<file path="config.mk">
export PLATFORM = sky130hd
export DESIGN_NAME = denorm_postproc
export DESIGN_NICKNAME = d
export VERILOG_FILES = /design/src/rtl/denorm_postproc.sv
export SDC_FILE = /design/constraint.sdc
export NUM_CORES = 1
export LEC_CHECK = 0
export ABC_AREA = 1
export BUFFER_PORTS_ARGS = -buffer_cell sky130_fd_sc_hd__buf_4
export CAP_MARGIN = 20
export CORE_MARGIN = 4
export CORE_UTILIZATION = 57
export DETAILED_ROUTE_END_ITERATION = 12
export PLACE_DENSITY = 0.86
export SKIP_CTS_REPAIR_TIMING = 1
export SYNTH_ARGS = -nofsm -noshare
export SYNTH_HDL_FRONTEND = slang
export SYNTH_SLANG_ARGS = --single-unit
export TNS_END_PERCENT = 50
</file>
<file path="constraint.sdc">
create_clock -name clk -period 3.1 [get_ports clk]
set_input_delay 0.155 -clock clk [delete_from_list [all_inputs] [get_ports clk]]
set_output_delay 0.155 -clock clk [all_outputs]
set_load 0.02 [all_outputs]
</file>
<file path="src/rtl/denorm_postproc.sv">
// rtl/denorm_postproc.sv - restores original-scale samples from left-justified normalised samples
//
// Purpose: takes a normalised sample and its shift amount, shifts right by at
// most STEP bits per cycle, optionally rounds half-up on the last bit shifted
// out, saturates to DATA_WIDTH and presents the result over valid/ready.
//
// Ports:
//   clk          in   rising-edge clock
//   reset        in   asynchronous active-low reset
//   in_valid     in   upstream sample valid
//   in_ready     out  block can accept a sample (IDLE only)
//   data_in      in   normalised sample, NORM_WIDTH bits
//   shift_in     in   right-shift amount, SHIFT_WIDTH bits
//   out_valid    out  data_out valid
//   out_ready    in   downstream accepts
//   data_out     out  restored sample, DATA_WIDTH bits
//   sample_count out  completed output handshakes, 16-bit wrapping
module denorm_postproc #(
  parameter int DATA_WIDTH  = 16,
  parameter int NORM_WIDTH  = DATA_WIDTH,
  parameter int SHIFT_WIDTH = $clog2(DATA_WIDTH),
  parameter int STEP        = 4,
  parameter int ROUND       = 1
) (
  input  logic                   clk,
  input  logic                   reset,
  input  logic                   in_valid,
  output logic                   in_ready,
  input  logic [NORM_WIDTH-1:0]  data_in,
  input  logic [SHIFT_WIDTH-1:0] shift_in,
  output logic                   out_valid,
  input  logic                   out_ready,
  output logic [DATA_WIDTH-1:0]  data_out,
  output logic [15:0]            sample_count
);

  typedef enum logic [1:0] {
    S_IDLE  = 2'd0,
    S_SHIFT = 2'd1,
    S_FIN   = 2'd2,
    S_SEND  = 2'd3
  } state_t;

  // The remaining-shift register can never exceed its own maximum, so a STEP
  // larger than that behaves identically to the clamped value and fits rem.
  localparam int REM_MAX = (1 << SHIFT_WIDTH) - 1;
  localparam int STEP_C  = (STEP < REM_MAX) ? STEP : REM_MAX;
  localparam logic [SHIFT_WIDTH-1:0] STEP_K = SHIFT_WIDTH'(STEP_C);
  localparam logic ROUND_EN = (ROUND != 0);

  state_t                 r_state;
  state_t                 w_state_next;
  logic [NORM_WIDTH-1:0]  r_acc;
  logic [SHIFT_WIDTH-1:0] r_rem;
  logic                   r_rbit;
  logic                   r_out_valid;
  logic [DATA_WIDTH-1:0]  r_data_out;
  logic [15:0]            r_sample_count;

  logic [SHIFT_WIDTH-1:0] w_k;
  logic [SHIFT_WIDTH-1:0] w_rem_next;
  logic [NORM_WIDTH-1:0]  w_pre;
  logic [NORM_WIDTH:0]    w_sum;
  logic                   w_ovf;
  logic [DATA_WIDTH-1:0]  w_result;
  logic                   w_in_ready;

  assign w_k        = (r_rem < STEP_K) ? r_rem : STEP_K;
  assign w_rem_next = r_rem - w_k;
  // Shift by k-1 first so bit 0 is the last bit to fall off; one more shift
  // completes the k-bit step. Only meaningful in SHIFT, where k >= 1.
  assign w_pre      = r_acc >> (w_k - 1'b1);

  assign w_sum    = {1'b0, r_acc} + {{NORM_WIDTH{1'b0}}, ROUND_EN & r_rbit};
  assign w_ovf    = |w_sum[NORM_WIDTH:DATA_WIDTH];
  assign w_result = w_ovf ? {DATA_WIDTH{1'b1}} : w_sum[DATA_WIDTH-1:0];

  always_comb begin
    w_state_next = r_state;
    w_in_ready   = 1'b0;
    case (r_state)
      S_IDLE: begin
        w_in_ready = 1'b1;
        if (in_valid) begin
          w_state_next = (shift_in != '0) ? S_SHIFT : S_FIN;
        end
      end
      S_SHIFT: begin
        if (w_rem_next == '0) begin
          w_state_next = S_FIN;
        end
      end
      S_FIN: begin
        w_state_next = S_SEND;
      end
      S_SEND: begin
        if (out_ready) begin
          w_state_next = S_IDLE;
        end
      end
      default: begin
        w_state_next = S_IDLE;
      end
    endcase
  end

  always_ff @(posedge clk or negedge reset) begin
    if (!reset) begin
      r_state        <= S_IDLE;
      r_acc          <= '0;
      r_rem          <= '0;
      r_rbit         <= 1'b0;
      r_out_valid    <= 1'b0;
      r_data_out     <= '0;
      r_sample_count <= 16'd0;
    end else begin
      r_state <= w_state_next;
      case (r_state)
        S_IDLE: begin
          if (in_valid) begin
            r_acc  <= data_in;
            r_rem  <= shift_in;
            r_rbit <= 1'b0;
          end
        end
        S_SHIFT: begin
          r_rbit <= w_pre[0];
          r_acc  <= w_pre >> 1;
          r_rem  <= w_rem_next;
        end
        S_FIN: begin
          r_data_out  <= w_result;
          r_out_valid <= 1'b1;
        end
        S_SEND: begin
          if (out_ready) begin
            r_out_valid    <= 1'b0;
            r_sample_count <= r_sample_count + 16'd1;
          end
        end
        default: begin
        end
      endcase
    end
  end

  // Gated by the raw reset so in_ready drops the instant reset asserts.
  assign in_ready     = w_in_ready & reset;
  assign out_valid    = r_out_valid;
  assign data_out     = r_data_out;
  assign sample_count = r_sample_count;

endmodule

</file>
==> results of run 1 <==
==> layer usage <==
metal	GRT usage [%]	vias to the layer above	routed length (um)
met5	0	-	0
met3	3.20	14	707
li1	-	1730	-
met2	41.2	138	4240
met1	37.7	1602	4280
met4	6.42	0	124
==> power groups by stage <==
stage	combinational, mW	sequential, mW	clock, mW
after floorplan	2.18	1.41	0
after global placement	3.08	1.31	0
after detailed placement	3.12	1.32	0
after CTS	3.14	1.31	0.525
after global routing	3.56	1.35	0.553
final	3.16	1.32	0.516
==> per-stage QoR <==
step / total power, mW / util (%)
after floorplan: 3.59 / -
after global placement: 4.39 / 68.1
after detailed placement: 4.44 / 68.1
after CTS: 4.97 / 70.1
after global routing: 5.47 / 70.1
final: 4.99 / 70.1
==> layout by cell type, fill, tap and decap left out <==
| master | instances |
|---|---|
| nand4_2 | 1 |
| dfrtp_1 | 56 |
| nor3_2 | 3 |
| nand2_2 | 1 |
| a21oi_1 | 15 |
| o211ai_1 | 2 |
| a22oi_1 | 5 |
| clkbuf_8 | 6 |
| nand3_2 | 1 |
| conb_1 | 2 |
| nand2_4 | 1 |
| nor3_1 | 4 |
| buf_4 | 66 |
| nor2_1 | 62 |
| inv_2 | 1 |
| nand2_1 | 124 |
| nor2_2 | 2 |
| a31oi_1 | 9 |
| o22ai_1 | 1 |
| a22oi_2 | 2 |
| xor2_1 | 19 |
| nand3_1 | 81 |
| a21oi_2 | 1 |
| o21ai_0 | 15 |
| clkinv_4 | 1 |
| bufinv_16 | 1 |
| xor2_4 | 1 |
| ha_1 | 10 |
| xnor2_1 | 7 |
| nand4_1 | 6 |
| inv_1 | 51 |
| nor2_4 | 1 |
==> kinds of logic (layout without fill, tap and decap cells) <==
kind of cell               count (synthesis)  count (layout)  share of synthesized area, %
DFF                                       56              56                          38.6
adders and majority gates                 10              10                          3.45
xor gates and xnor gates                  27              27                          7.04
AOI/OAI and AO/OA                         50              50                          8.24
and+or+nand+nor                          287             287                          34.6
other                                      2               2                         0.207
buffers and inverters                     69             126                          7.83
==> path summary, 6_finish.rpt <==
| kind | endpoint | slack (ps) | cells past startpoint |
|---|---|---|---|
| worst min register to register | sample_count[15] | 470 | 1 |
| worst max register to register | r_rem[2] | 780 | 10 |
| min in group clk | r_acc[15] | 70 | 3 |
| max in group asynchronous | r_acc[9] | 2640 | 2 |
| worst max-delay path | r_rem[2] | 780 | 10 |
| worst min-delay path | data_out[14] | 10 | 2 |
==> area by class of cell <==
type,instances,area [um2],area share [%]
clock buffers,6,82.6,1.94
clock inverters,2,38.8,0.913
inverters,52,195,4.59
multi-input cells,376,1940,45.7
flip-flops and latches,56,1400,33.0
well taps,75,93.8,2.21
repair buffers,66,495,11.7
==> registers in the layout, indices dropped and copies added (netlist names) <==
signal        count
r_state           2
r_rem             4
out_valid         1
data_out         16
r_rbit            1
sample_count     16
r_acc            16
==> metrics, run 1 <==
outcome complete, no violations; Cell Count, Final, Fillers Out 633; Slew @ Worst Pin 712 ps; worst min path class input port to async pin; Final Cycle Share 75.0%; register area share after synthesis 38.6%; Fin. Hold Viols 0; ranking of synthesized cells by area dfrtp_1 39%, nand2_1 13%, nand3_1 11%, nor2_1 6.4%, inv_1 5.3%; # setup viols final 0; Placement Cell Area 4130 um2; Yosys top cell by area dfrtp_1; share of cells above drive strength 1 between 10% and 20%; CP Data Arrival Time roughly 2500 ps; VDD IR max 0.000793 V; top cell type's share of synthesized area 38.6%; Final GP Congestion 0.918; Congestion Overflow GR 0; Clock Tree Buf Depth 2; Starting DRT DRC Count 405; H-tree depth 2; Post-Place Cells 625; largest net degree at the start of global routing 57; Critical Path End Type flop; clock root buffer clkbuf_8; leak pwr 2.23 nW; fillcell total between 500 and 600; switching power 2.60 mW; Max FO, Critical Path 33; Chip Height 87.8 um; DRC errors left 0; maximum operating frequency 0.430 GHz; Internal 2.39 mW; Area Overhead vs Synth 17.1%; Slew HR 52.4%; number of synthesized register bits 56; most numerous cell in the Yosys netlist nand2_1; CP required around 3300 ps; Clock Sinks 56; post-route setup TNS 0 ps; 1st-pass router iterations 5; Synth Area per Inst roughly 7.2 um2; pwr/cell area 1170 nW/um2; DIE AREA 7700 um2; I/O pin cnt 58; vias in the first global route 3,307; Ys Warns 0; Post-DP HPWL 7.08 mm; CP peak stage delay 390 ps; sw frac between 50% and 60%; antenna-violating nets left 0; num rows 28; Vias/cell 5.50; I/O Buffers 57; Core ar. just over 6000 um2; Die Wd 87.8 um; crit start category flop; Global Route Usage Sum 25.9%; initial antenna violation count 0; Cell Area, Synth 3630 um2; RSZ-0062 raised after global routing no; Initial Utilization around 60%; final worst setup slack 776 ps; slowest stage cell, crit path dfrtp_1; first-pass GRT wire length 16.0 mm; Syn Inst Count 501; CTS buffer count 5; Clock Power Share 10.3%; Finished Cell Area approximately 4200 um2; Max Cap Viol 0; drt wl/cell 14.8 um; crit-path leading delay family buffers and inverters; Reg2Reg Launch Point r_state[1]; Skew-Pair Late Insertion Delay 320 ps; Routed Wire Length 9.35 mm; Worst Path Buf+Inv 5; layout net count roughly 590; CTS clk-pin slew, worst paths about 100 ps; commonest cells in the netlist 124 x nand2_1, 81 x nand3_1, 62 x nor2_1; post-synth cell types 33; Hold WS 12.7 ps; pre-CTS setup slack approximately 840 ps; clock skew 5.73 ps; Top FF cell, synth dfrtp_1; Comb power frac 63.3%; vias ~3,500; diodes inserted 0; fin. max-slew vios 0; asr flop ratio synth 100%; number of flops mapped to enable cells by yosys 0; Reg power frac a little over a quarter; syn_nets 535; critical path class flop to flop; CTS tree done; cells along the critical path inv_1, ha_1, buf_4, inv_1, nor2_1, a21oi_2, buf_4, inv_1, o21ai_0, o22ai_1; most frequent CP cell inv_1; CP Launch Point r_state[1]; final critical-path required period about 2300 ps
No activity file was read; power rests on OpenSTA's default activity.
==> run 2: changes to the inputs <==
--- a/config.mk
+++ b/config.mk
@@ -5,13 +5,13 @@
 export SDC_FILE = /design/constraint.sdc
 export NUM_CORES = 1
 export LEC_CHECK = 0
-export ABC_AREA = 1
+export ABC_AREA = 0
 export BUFFER_PORTS_ARGS = -buffer_cell sky130_fd_sc_hd__buf_4
 export CAP_MARGIN = 20
 export CORE_MARGIN = 4
-export CORE_UTILIZATION = 57
+export CORE_UTILIZATION = 52
 export DETAILED_ROUTE_END_ITERATION = 12
-export PLACE_DENSITY = 0.86
+export PLACE_DENSITY = 0.83
 export SKIP_CTS_REPAIR_TIMING = 1
 export SYNTH_ARGS = -nofsm -noshare
 export SYNTH_HDL_FRONTEND = slang
==> constraint.sdc (replaced) <==
create_clock -name clk -period 2.1 [get_ports clk]
set_input_delay 0.105 -clock clk [delete_from_list [all_inputs] [get_ports clk]]
set_output_delay 0.105 -clock clk [all_outputs]
set_load 0.02 [all_outputs]
==> run 2 against run 1 <==
Net effect: the flow now finishes with violations (negative setup slack); first-iteration DRC count is 3.7% lower; global-route usage is 1.8 points lower; sequential share of layout area is 3.8 points lower; final cell count is 7.3% lower; hold slack better by 21 ps; non-clock buffer count is 42 higher; power is 76% higher; clock power is 11% higher; clock-buffer cell count is 1 lower; utilization is 3.6 points lower; register-to-register slack worse by 840 ps; design area is 13% higher.
==> metrics, run 2 <==
I/O pin cnt 58; register area share after synthesis 36.6%; VDD IR max 0.00113 V; drt wl/cell 18.1 um; commonest cells in the netlist 56 x dfrtp_1, 41 x nand2_1, 31 x nor2_1; multi-input logic area 2300 um2; Clock Power Share 6.6%; CTS tree done; Final GP Congestion 0.978; sw frac 47.0%; Area Overhead vs Synth 25.1%; Top FF cell, synth dfrtp_1; fin. max-slew vios 0; syn_nets 444; Reg power frac ~23%; Fin. Hold Viols 0; CP peak stage delay 440 ps; largest net degree at the start of global routing 31; Critical Path End Type flop; Clock Tree Buf Depth 2; share of cells above drive strength 1 between 30% and 40%; slowest stage cell, crit path dfrtp_1; top cell type's share of synthesized area 36.6%; DRC errors left 0; layout net count around 520; Ys Warns 0; Yosys top cell by area dfrtp_1; pwr/cell area 1830 nW/um2; asr flop ratio synth 100%; critical path class flop to flop; vias in the first global route 3,484; Synth Area per Inst 9.35 um2; final worst setup slack -61.9 ps; CTS buffer count 5; final critical-path required period 2160 ps; crit start category flop; Skew-Pair Late Insertion Delay 310 ps; diodes inserted 0; clock root buffer clkbuf_8; Chip Height 93.9 um; pre-CTS setup slack -39.8 ps; Syn Inst Count 410; post-synth cell types 68; Post-DP HPWL 7.72 mm; commonest non-fill, non-tap cells in the layout 101 x buf_4, 56 x dfrtp_1, 39 x nand2_1; first-pass GRT wire length 16.9 mm; Comb power frac 70.8%; violated checks negative setup slack; Vias/cell 6.10; CTS clk-pin slew, worst paths 100 ps; most numerous cell in the Yosys netlist dfrtp_1; CP required 2310 ps; Routed Wire Length between 10 and 15 mm; DIE AREA 8810 um2; I/O Buffers 57; Clock Sinks 56; number of synthesized register bits 56; initial antenna violation count 0; Final Cycle Share 103%; clock skew approximately 9 ps; num rows 31; Global Route Usage Sum between 20% and 30%; Cell Area, Synth 3830 um2; switching power 4.13 mW; number of flops mapped to enable cells by yosys 0; most common cell after layout, fill and taps aside buf_4; Final Core Density ~66%; worst min path class input port to flop; Hold WS around 33 ps; Max Cap Viol 0; # setup viols final 3; Max FO, Critical Path 8; Internal 4.65 mW; Die Wd 93.9 um; RSZ-0062 raised after global routing yes; Initial Utilization 53.1%; maximum operating frequency around 0.46 GHz; H-tree depth 2; Core ar. 7210 um2; ranking of synthesized cells by area dfrtp_1 37%, mux2i_1 6.0%, xnor2_1 4.1%, nand2_1 4.0%, ha_1 3.3%; antenna-violating nets left 0; Congestion Overflow GR 0; Starting DRT DRC Count between 300 and 400; register area 1400 um2; cells along the critical path nor3b_4, inv_4, ha_4, mux2i_1, a22oi_1, o31ai_1, o21ai_1, nor2_1, o41ai_1; CP Data Arrival Time 2370 ps; 1st-pass router iterations 5; vias 3,582; outcome complete, but fails checks; leak pwr 2.07 nW; fillcell total 585
==> run 2: cell count changes after synthesis, sizes merged, moves of 23 or more <==
cell | previous run | this run
nand2 | 126 | 42
mux2i | 0 | 23
nor2 | 65 | 34
nand3 | 82 | 15
inv | 52 | 11
==> run 2: path summary, 6_finish.rpt <==
path / slack, ps / startpoint / cells after the start / endpoint
worst max-delay path: -60 / r_rem[3] / 9 / r_rbit
max in group asynchronous: 1110 / reset / 3 / r_acc[8]
min in group asynchronous: 250 / reset / 2 / r_acc[12]
worst min-delay path: 30 / data_in[8] / 3 / r_acc[8]
worst min register to register: 480 / sample_count[15] / 1 / sample_count[15]
worst max register to register: -60 / r_rem[3] / 9 / r_rbit
==> run 2: metal layers <==
layer	part of all wire (%)	GRT usage (%)	vias up
li1	-	-	1632
met3	8.4	4.57	52
met4	3.9	8.18	0
met2	48	39.0	208
met5	0	0	-
met1	40	32.4	1690
==> run 2: kinds of logic (layout without fill, tap and decap cells) <==
| group | Yosys count | count (layout) | share of synthesized area (%) |
|---|---|---|---|
| buffers and inverters | 48 | 126 | 6.14 |
| other | 2 | 2 | 0.196 |
| AOI/OAI and AO/OA | 98 | 98 | 18.2 |
| DFF | 56 | 56 | 36.6 |
| muxes | 35 | 35 | 11.6 |
| xor gates and xnor gates | 27 | 27 | 6.37 |
| and+or+nand+nor | 134 | 134 | 17.7 |
| adders and majority gates | 10 | 10 | 3.26 |
==> run 2: final cells by class <==
class	instances	share of cell area, %
Clock buffer	5	1.44
Clock inverter	2	0.261
Sequential cell	56	29.2
Multi-Input combinational cell	306	47.9
Timing Repair Buffer	108	17.6
Inverter	11	0.913
Tap cell	99	2.58
==> run 2: power groups by stage <==
stage,logic [mW],registers (mW),clock network [mW]
after CTS,5.58,1.96,0.582
after detailed placement,5.55,1.98,0
after floorplan,3.91,1.99,0
final,6.21,1.99,0.575
after global routing,6.67,2.05,0.628
after global placement,5.40,1.95,0
==> run 2: critical path, delay by kind of cell, from the launching register on <==
family / cells / cell delay [ps]
flops: 1 / 440
fa+ha+maj: 1 / 210
mux: 1 / 130
compound gates: 4 / 870
simple gates: 2 / 350
buf+inv: 1 / 60
==> run 2: per-stage QoR <==
| stage | std cells | instance area, um2 | power (mW) | TNS [ps] |
|---|---|---|---|---|
| after floorplan | 410 | 3920 | 5.90 | -1610 |
| after global placement | 569 | 4560 | 7.35 | 0 |
| after detailed placement | 569 | 4560 | 7.53 | -104 |
| after CTS | 576 | 4640 | 8.12 | -178 |
| after global routing | 587 | 4790 | 9.34 | -820 |
| final | 587 | 4790 | 8.78 | -123 |
